### src/rtl/cvmcu_dbg_req_pkg.sv
// Shared types and defaults for the debug-request controller.
package cvmcu_dbg_req_pkg;

  typedef enum logic [1:0] {
    IDLE,
    REQ,
    HALTED,
    RELEASE
  } dbg_req_state_e;

  localparam int unsigned DEF_NUM_SRC        = 4;
  localparam int unsigned DEF_TIMEOUT_CYCLES = 1024;
  localparam int unsigned DEF_CNT_W          = 32;

  // Source-index width; a single source still needs a 1-bit index.
  function automatic int unsigned src_idx_w(input int unsigned n);
    return (n <= 1) ? 1 : $clog2(n);
  endfunction

endpackage

### src/rtl/cvmcu_dbg_req_arb.sv
// Fixed-priority arbiter over pending halt requests; lowest index wins.
import cvmcu_dbg_req_pkg::*;

module cvmcu_dbg_req_arb #(
  parameter  int unsigned NUM_SRC = DEF_NUM_SRC,
  localparam int unsigned IDX_W   = src_idx_w(NUM_SRC)
) (
  input  logic [NUM_SRC-1:0] pend,
  output logic               valid,
  output logic [IDX_W-1:0]   idx
);

  always_comb begin
    valid = |pend;
    idx   = '0;
    // Scan downwards so the lowest set index is the last one written.
    for (int unsigned i = NUM_SRC; i > 0; i--) begin
      if (pend[i-1]) idx = IDX_W'(i - 1);
    end
  end

endmodule

### src/rtl/cvmcu_dbg_req_ctrl.sv
// Debug-request controller: arbitrates halt sources, drives the core's debug
// request, gates the timer tick and counts cycles spent in debug mode.
import cvmcu_dbg_req_pkg::*;

module cvmcu_dbg_req_ctrl #(
  parameter  int unsigned NUM_SRC        = DEF_NUM_SRC,
  parameter  int unsigned TIMEOUT_CYCLES = DEF_TIMEOUT_CYCLES,
  parameter  int unsigned CNT_W          = DEF_CNT_W,
  localparam int unsigned IDX_W          = src_idx_w(NUM_SRC)
) (
  input  logic               clk,
  input  logic               reset_n,
  input  logic [NUM_SRC-1:0] halt_req_i,
  output logic [NUM_SRC-1:0] halt_ack_o,
  output logic [NUM_SRC-1:0] halt_err_o,
  output logic               debug_req_o,
  input  logic               stoptimer_i,
  input  logic               timer_tick_i,
  output logic               timer_tick_o,
  output logic [CNT_W-1:0]   dbg_cycles_o,
  input  logic               clr_cnt_i,
  output logic [IDX_W-1:0]   active_src_o
);

  localparam int unsigned TO_W = $clog2(TIMEOUT_CYCLES);

  dbg_req_state_e     state_q, state_d;
  logic [NUM_SRC-1:0] pend_q, pend_d;
  logic [NUM_SRC-1:0] ack_d, err_d;
  logic [TO_W-1:0]    to_cnt_q, to_cnt_d;
  logic [IDX_W-1:0]   active_d;
  logic               arb_valid;
  logic [IDX_W-1:0]   arb_idx;

  cvmcu_dbg_req_arb #(
    .NUM_SRC(NUM_SRC)
  ) u_arb (
    .pend (pend_q),
    .valid(arb_valid),
    .idx  (arb_idx)
  );

  always_comb begin
    state_d  = state_q;
    to_cnt_d = to_cnt_q;
    active_d = active_src_o;
    ack_d    = '0;
    err_d    = '0;
    unique case (state_q)
      IDLE: begin
        // A core already halted by other means (e.g. ebreak) is not requested.
        if (arb_valid && !stoptimer_i) begin
          active_d = arb_idx;
          to_cnt_d = '0;
          state_d  = REQ;
        end
      end
      REQ: begin
        if (stoptimer_i) begin
          ack_d[active_src_o] = 1'b1;
          state_d             = HALTED;
        end else if (to_cnt_q == TO_W'(TIMEOUT_CYCLES - 1)) begin
          err_d[active_src_o] = 1'b1;
          state_d             = RELEASE;
        end else begin
          to_cnt_d = to_cnt_q + TO_W'(1);
        end
      end
      HALTED: begin
        if (!stoptimer_i) state_d = RELEASE;
      end
      RELEASE: state_d = IDLE;
      default: state_d = IDLE;
    endcase
    // Clearing the served source wins over a request arriving in the same cycle.
    pend_d = (pend_q | halt_req_i) & ~(ack_d | err_d);
  end

  always_ff @(posedge clk) begin
    if (!reset_n) begin
      state_q      <= IDLE;
      pend_q       <= '0;
      to_cnt_q     <= '0;
      active_src_o <= '0;
      halt_ack_o   <= '0;
      halt_err_o   <= '0;
      debug_req_o  <= 1'b0;
      timer_tick_o <= 1'b0;
      dbg_cycles_o <= '0;
    end else begin
      state_q      <= state_d;
      pend_q       <= pend_d;
      to_cnt_q     <= to_cnt_d;
      active_src_o <= active_d;
      halt_ack_o   <= ack_d;
      halt_err_o   <= err_d;
      debug_req_o  <= (state_d == REQ);
      timer_tick_o <= timer_tick_i & ~stoptimer_i;
      if (clr_cnt_i) begin
        dbg_cycles_o <= '0;
      end else if (stoptimer_i && (dbg_cycles_o != '1)) begin
        dbg_cycles_o <= dbg_cycles_o + CNT_W'(1);
      end
    end
  end

endmodule

### config.mk
export PLATFORM = sky130hd
export DESIGN_NAME = cvmcu_dbg_req_ctrl
export DESIGN_NICKNAME = d
export VERILOG_FILES = /design/src/rtl/cvmcu_dbg_req_pkg.sv /design/src/rtl/cvmcu_dbg_req_arb.sv /design/src/rtl/cvmcu_dbg_req_ctrl.sv
export SDC_FILE = /design/constraint.sdc
export NUM_CORES = 1
export LEC_CHECK = 0
export CAP_MARGIN = 20
export CORE_MARGIN = 2
export CORE_UTILIZATION = 50
export CTS_CLUSTER_SIZE = 24
export DETAILED_ROUTE_END_ITERATION = 7
export DONT_BUFFER_PORTS = 1
export SYNTH_ARGS = -nofsm -noshare
export SYNTH_HDL_FRONTEND = slang
export SYNTH_SLANG_ARGS = --single-unit
export TNS_END_PERCENT = 10
### constraint.sdc
create_clock -name clk -period 5.7 [get_ports clk]
set_input_delay 0.855 -clock clk [delete_from_list [all_inputs] [get_ports clk]]
set_output_delay 0.855 -clock clk [all_outputs]
set_load 0.005 [all_outputs]
---- After elaboration in Yosys (flattened, before gate mapping) ----
Index checks and enable logic that the tools add are counted.
word-level totals
  output and inout port bits .............. 44
  register bits ........................... 60
cells by class
  order comparisons ....................... 2
  reduce and logical (&&, ||, !) cells .... 10
  eq/ne operators ......................... 9
  bitwise logic cells ..................... 7
  add/subtract/negate cells ............... 2
  multiplexer cells ....................... 20
operator list
  operator                                                                             count
  32-bit by 1-bit adder with 32-bit output, second input constant                      1
  32-bit != test, second input constant                                                1
  10-bit two-way mux                                                                   3
  4-bit two-way mux                                                                    5
  10-bit one-hot mux with 2 select lines                                               1
  2-bit two-way mux                                                                    8
  10-bit by 1-bit adder with 10-bit output, second input constant                      1
  10-bit equality test, second input constant                                          1
  4-bit bitwise OR                                                                     2
  2-bit one-hot mux with 4 select lines                                                1
  2-bit != test, second input constant                                                 3
  4-bit bitwise AND                                                                    1
  2-bit by 1-bit equality test with 1-bit output, second input constant                2
  2-bit equality test, second input constant                                           2
  4-bit inverter                                                                       1
  4-bit AND reduction                                                                  1
  4-bit OR reduction                                                                   1
  1-bit logical AND                                                                    3
  2-bit by 3-bit < comparator with 1-bit output, second input constant                 1
  1-bit demux with 2-bit select                                                        1
  2-bit by 1-bit greater-or-equal comparator with 1-bit output, second input constant  1
  2-bit logical NOT                                                                    1
  1-bit inverter                                                                       2
  2-bit AND reduction                                                                  1
  5 further kinds                                                                      5

---- Logic depth before layout (Yosys ltp) ----
  depth after elaboration ................. 10
  mapped depth ............................ 7
  mapped depth without buffers ............ 6

---- Hierarchy ----
From an unflattened synthesis, not the netlist that was laid out.
second synthesis, totals
  cells, all modules ...................... 316
  area, all modules ....................... 2,721.4 µm²
modules (own cells, without submodules)
  module              sequential area each (µm²)  instances  cells an instance  area an instance (µm²)
  cvmcu_dbg_req_ctrl  1,201.2                     1          309                2,686.3
  cvmcu_dbg_req_arb   0.0                         1          7                  35.0

---- Worst setup path after synthesis ----
No wires, ideal clock.
  kind .................................... input -> register
  start point ............................. input stoptimer_i
  end point ............................... register dbg_cycles_o[20]
  cell stages on the path ................. 6
  library setup time ...................... 0.116 ns
  path slack .............................. 3.518 ns
  buffers on the path ..................... 1
  data required time ...................... 5.584 ns
  arrival ................................. 2.066 ns
  cells stage by stage .................... nand4_1 or3_1 clkbuf_1 nor3b_2 a31oi_1 a41o_1
between the ends
  cells in the longest elaborated chain, start to end .. 1
RTL lines
  item                  RTL line                   source
  from (decl)           cvmcu_dbg_req_ctrl.sv:17   input logic stoptimer_i,
  1-bit logical AND     cvmcu_dbg_req_ctrl.sv:101  end else if (stoptimer_i && (dbg_cycles_o != '1)) begin
  to (signal assigned)  cvmcu_dbg_req_ctrl.sv:102  dbg_cycles_o <= dbg_cycles_o + CNT_W'(1);
  to (decl)             cvmcu_dbg_req_ctrl.sv:20   output logic [CNT_W-1:0] dbg_cycles_o,
Every way passes these cells.
A chain may end at the register's enable or synchronous reset.

---- Worst setup path after layout ----
  start point ............................. register dbg_cycles_o[10]
  end point ............................... register dbg_cycles_o[23]
between the ends
  cells in the longest elaborated chain, start to end .. 2
  elaborated cells on any way between the ends .. 3
  those cells by class .................... add/sub (1); eq/ne (1); reduce/logical (1)
RTL lines
  item
  branches (longest 2 deep; another with 32-bit by 1-bit adder with 32-bit output)
Several ways; the timed one is not identified.

==> reports/metrics.cfg <==
[routing]
wl_mm=6.11
wl_per_cell_um=15.5
ant_nets=0
drc=0
drt_iter0_drc=166
firstDrtPassIters=5
vias_per_cell=5.92
num_vias=2325

[global_routing]
met3_usage_pct=7.59
grt_pass1_vias=2110
antenna_found_initial=0
grt-ovfl-total=0
grt_busiest_layer=met2
grt_max_degree=31
met2_usage_pct=31.0
grt_first_pass_wirelength_mm=10.3
grtUsageMet1_pct=28.9
track_usage_pct=21.6

[cts]
cts_tree=done
clk_pin_slew_ns=0.07
cts_buffers=9
clockBufferDepth=2
cts.sinks=60
worstSkewPairLatency_ns=0.34
post_cts_resized=0
post-cts-setup-buffer-count=0
cts_hold_buf=0
cts_root_buffer=clkbuf_8
htree_levels=3

[yosys]
synthArstFlopShare_pct=0
yosys_register_bits=60
synth-seq-area-share_pct=43.7
synth_area_sq_um=2750
synth_edf_count=0
synth.distinct_cells=54
synth_top_flop_cell=dfxtp_1
synth-compound-area-share_pct=16.8
synthAdderAreaFrac_pct=0.910
yosysWarnings=0
synth_top_family_by_area=simple AND/OR/NAND/NOR gates
synthSimpleGateAreaFrac_pct=29.1
avgSynthCellArea_sq_um=8.67
synth_mux_area_share_pct=0
netlist_instances=317
synth_xor_area_share_pct=6.05
synth_nets=328

[worst_hold_path]
min_path_type=reg2reg

[timing]
slew_headroom_pct=48.4
min_period_ns=2.38
fmax_mhz=421
finalCritPeriodShare_pct=41.7
hold_viol=0
setup_viol=0
rsz0062_at_grt=no
slew_violations=0
setup_ws_ns=3.32
worst_pin_slew_ns=0.771
fin_tns_setup_ns=0
clock_skew_ns=0.00382

[power_and_ir_drop]
p_int_mw=0.686
pwr-share-clk_pct=46.9
seqPwrFrac_pct=49.3
total_leakage_power_nw=0.979
peakVddDrop_mv=0.209
combPwrFrac_pct=3.8
switchingPower_mw=0.197
switching_share_pct=22.3
power.density_nw_per_um2=293

[die]
rows=26
die-height_um=78.1
initial_core_util_pct=52.8
fp.dieW_um=78.1
die-area_sq_um=6110
coreArea_sq_um=5200
ioPinCount=53

[final_layout]
fin_util_pct=57.9
final_nets=329
diodes=0
final_cell_mix=dfxtp_1, nor2_1, nand2_1
area_growth_pct=9.56
layout_commonest_cell=dfxtp_1
layout-drive-gt1-share_pct=12.4
fillerInstances=498

[status]
outcome=finished clean

[worst_setup_path]
critical_path_class=reg2reg
endpoint_kind=flip-flop
worstSetupStartpointType=flip-flop
worst-path-max-fanout=22
critPathArrivalTime_ns=2.59
required_ns=5.92

[job]
max_cap_viol_count=0

[placed_design]
portBuffers=0
pre_cts_ws_ns=3.33
gp_congestion=0.778
dp_hpwl_mm=4.30

worst paths after layout:
check / from / to / slack [ns] / cells past startpoint
worst max-delay path: dbg_cycles_o[10]$_SDFFE_PP0P_ / dbg_cycles_o[23]$_SDFFE_PP0P_ / 3.32 / 6
worst min-delay path: to_cnt_q[1]$_SDFFE_PN0P_ / to_cnt_q[1]$_SDFFE_PN0P_ / 0.51 / 2
worst max register to register: dbg_cycles_o[10]$_SDFFE_PP0P_ / dbg_cycles_o[23]$_SDFFE_PP0P_ / 3.32 / 6
worst min register to register: to_cnt_q[1]$_SDFFE_PN0P_ / to_cnt_q[1]$_SDFFE_PN0P_ / 0.51 / 2
final cells by class:
cell class	instances	area (sq um)	share of cell area, %
Inverter	7	26.3	0.872
Clock buffer	13	179	5.94
Timing Repair Buffer	3	22.5	0.748
Clock inverter	3	42.5	1.41
Tap cell	70	87.6	2.91
Sequential cell	60	1200	39.9
Multi-Input combinational cell	237	1450	48.2
through the flow:
stage	cells	power (mW)	hold WS, ns	cell area [sq um]
after floorplan	317	0.471	0.466	2750
after global placement	377	0.478	0.484	2790
after detailed placement	377	0.479	0.509	2790
after CTS	393	0.895	0.519	3010
after global routing	393	0.916	0.543	3010
final	393	0.883	0.513	3010
state kept, by name (all words and copies together), names as in the netlist:
signal and cells:
active_src_o 2, to_cnt_q 10, dbg_cycles_o 32, halt_err_o 4, pend_q 4, debug_req_o 1, timer_tick_o 1, halt_ack_o 4
state_q 2
power groups by stage:
stage	clock [mW]	sequential (mW)	combinational, mW
finish	0.414	0.436	0.0333
CTS	0.426	0.436	0.0335
global route	0.441	0.437	0.0380
detailed placement	0	0.445	0.0335
global placement	0	0.445	0.0331
floorplan	0	0.441	0.0300
worst max-delay path: stages (launching register included):
cell and delay, ns:
dfxtp_1 0.50, nand4_1 0.26, nor4_2 0.55, buf_4 0.26, a31o_2 0.41, or3_2 0.20, a21oi_1 0.06
cells in the mapped netlist, types with 3 or more instances:
cell type / count / share of area [%]
dfxtp_1: 60 / 44
nor2_1: 44 / 6.0
nand2_1: 25 / 3.4
a21oi_1: 20 / 3.6
xnor2_1: 17 / 5.4
o21ai_0: 14 / 2.5
nand4_1: 10 / 2.3
nand3_1: 9 / 1.6
or3_1: 8 / 1.8
clkbuf_1: 7 / 0.96
inv_1: 7 / 0.96
or4_1: 7 / 1.9
and3_1: 6 / 1.4
nor3_1: 6 / 1.1
nor4_1: 6 / 1.4
a31oi_1: 5 / 1.1
a211oi_1: 4 / 1.1
nor3b_1: 4 / 1.1
o211ai_1: 4 / 1.1
a31o_2: 3 / 0.96
buf_2: 3 / 0.55
o31ai_1: 3 / 0.82
metal layers:
metal / share of wire, % / routed length, um
met5: 0 / 0
met4: 1.9 / 118
met3: 5.9 / 361
met2: 41 / 2510
met1: 51 / 3120
kinds of logic (layout without fill, tap and decap cells):
group                    after synthesis  after routing
flip-flops                            60             60
AND/OR/NAND/NOR                      147            147
XOR/XNOR                              19             19
buffers and inverters                 20             26
adder cells (fa/ha/maj)                2              2
AO/OA/AOI/OAI                         69             69
Power figures use the tool's default switching activity.
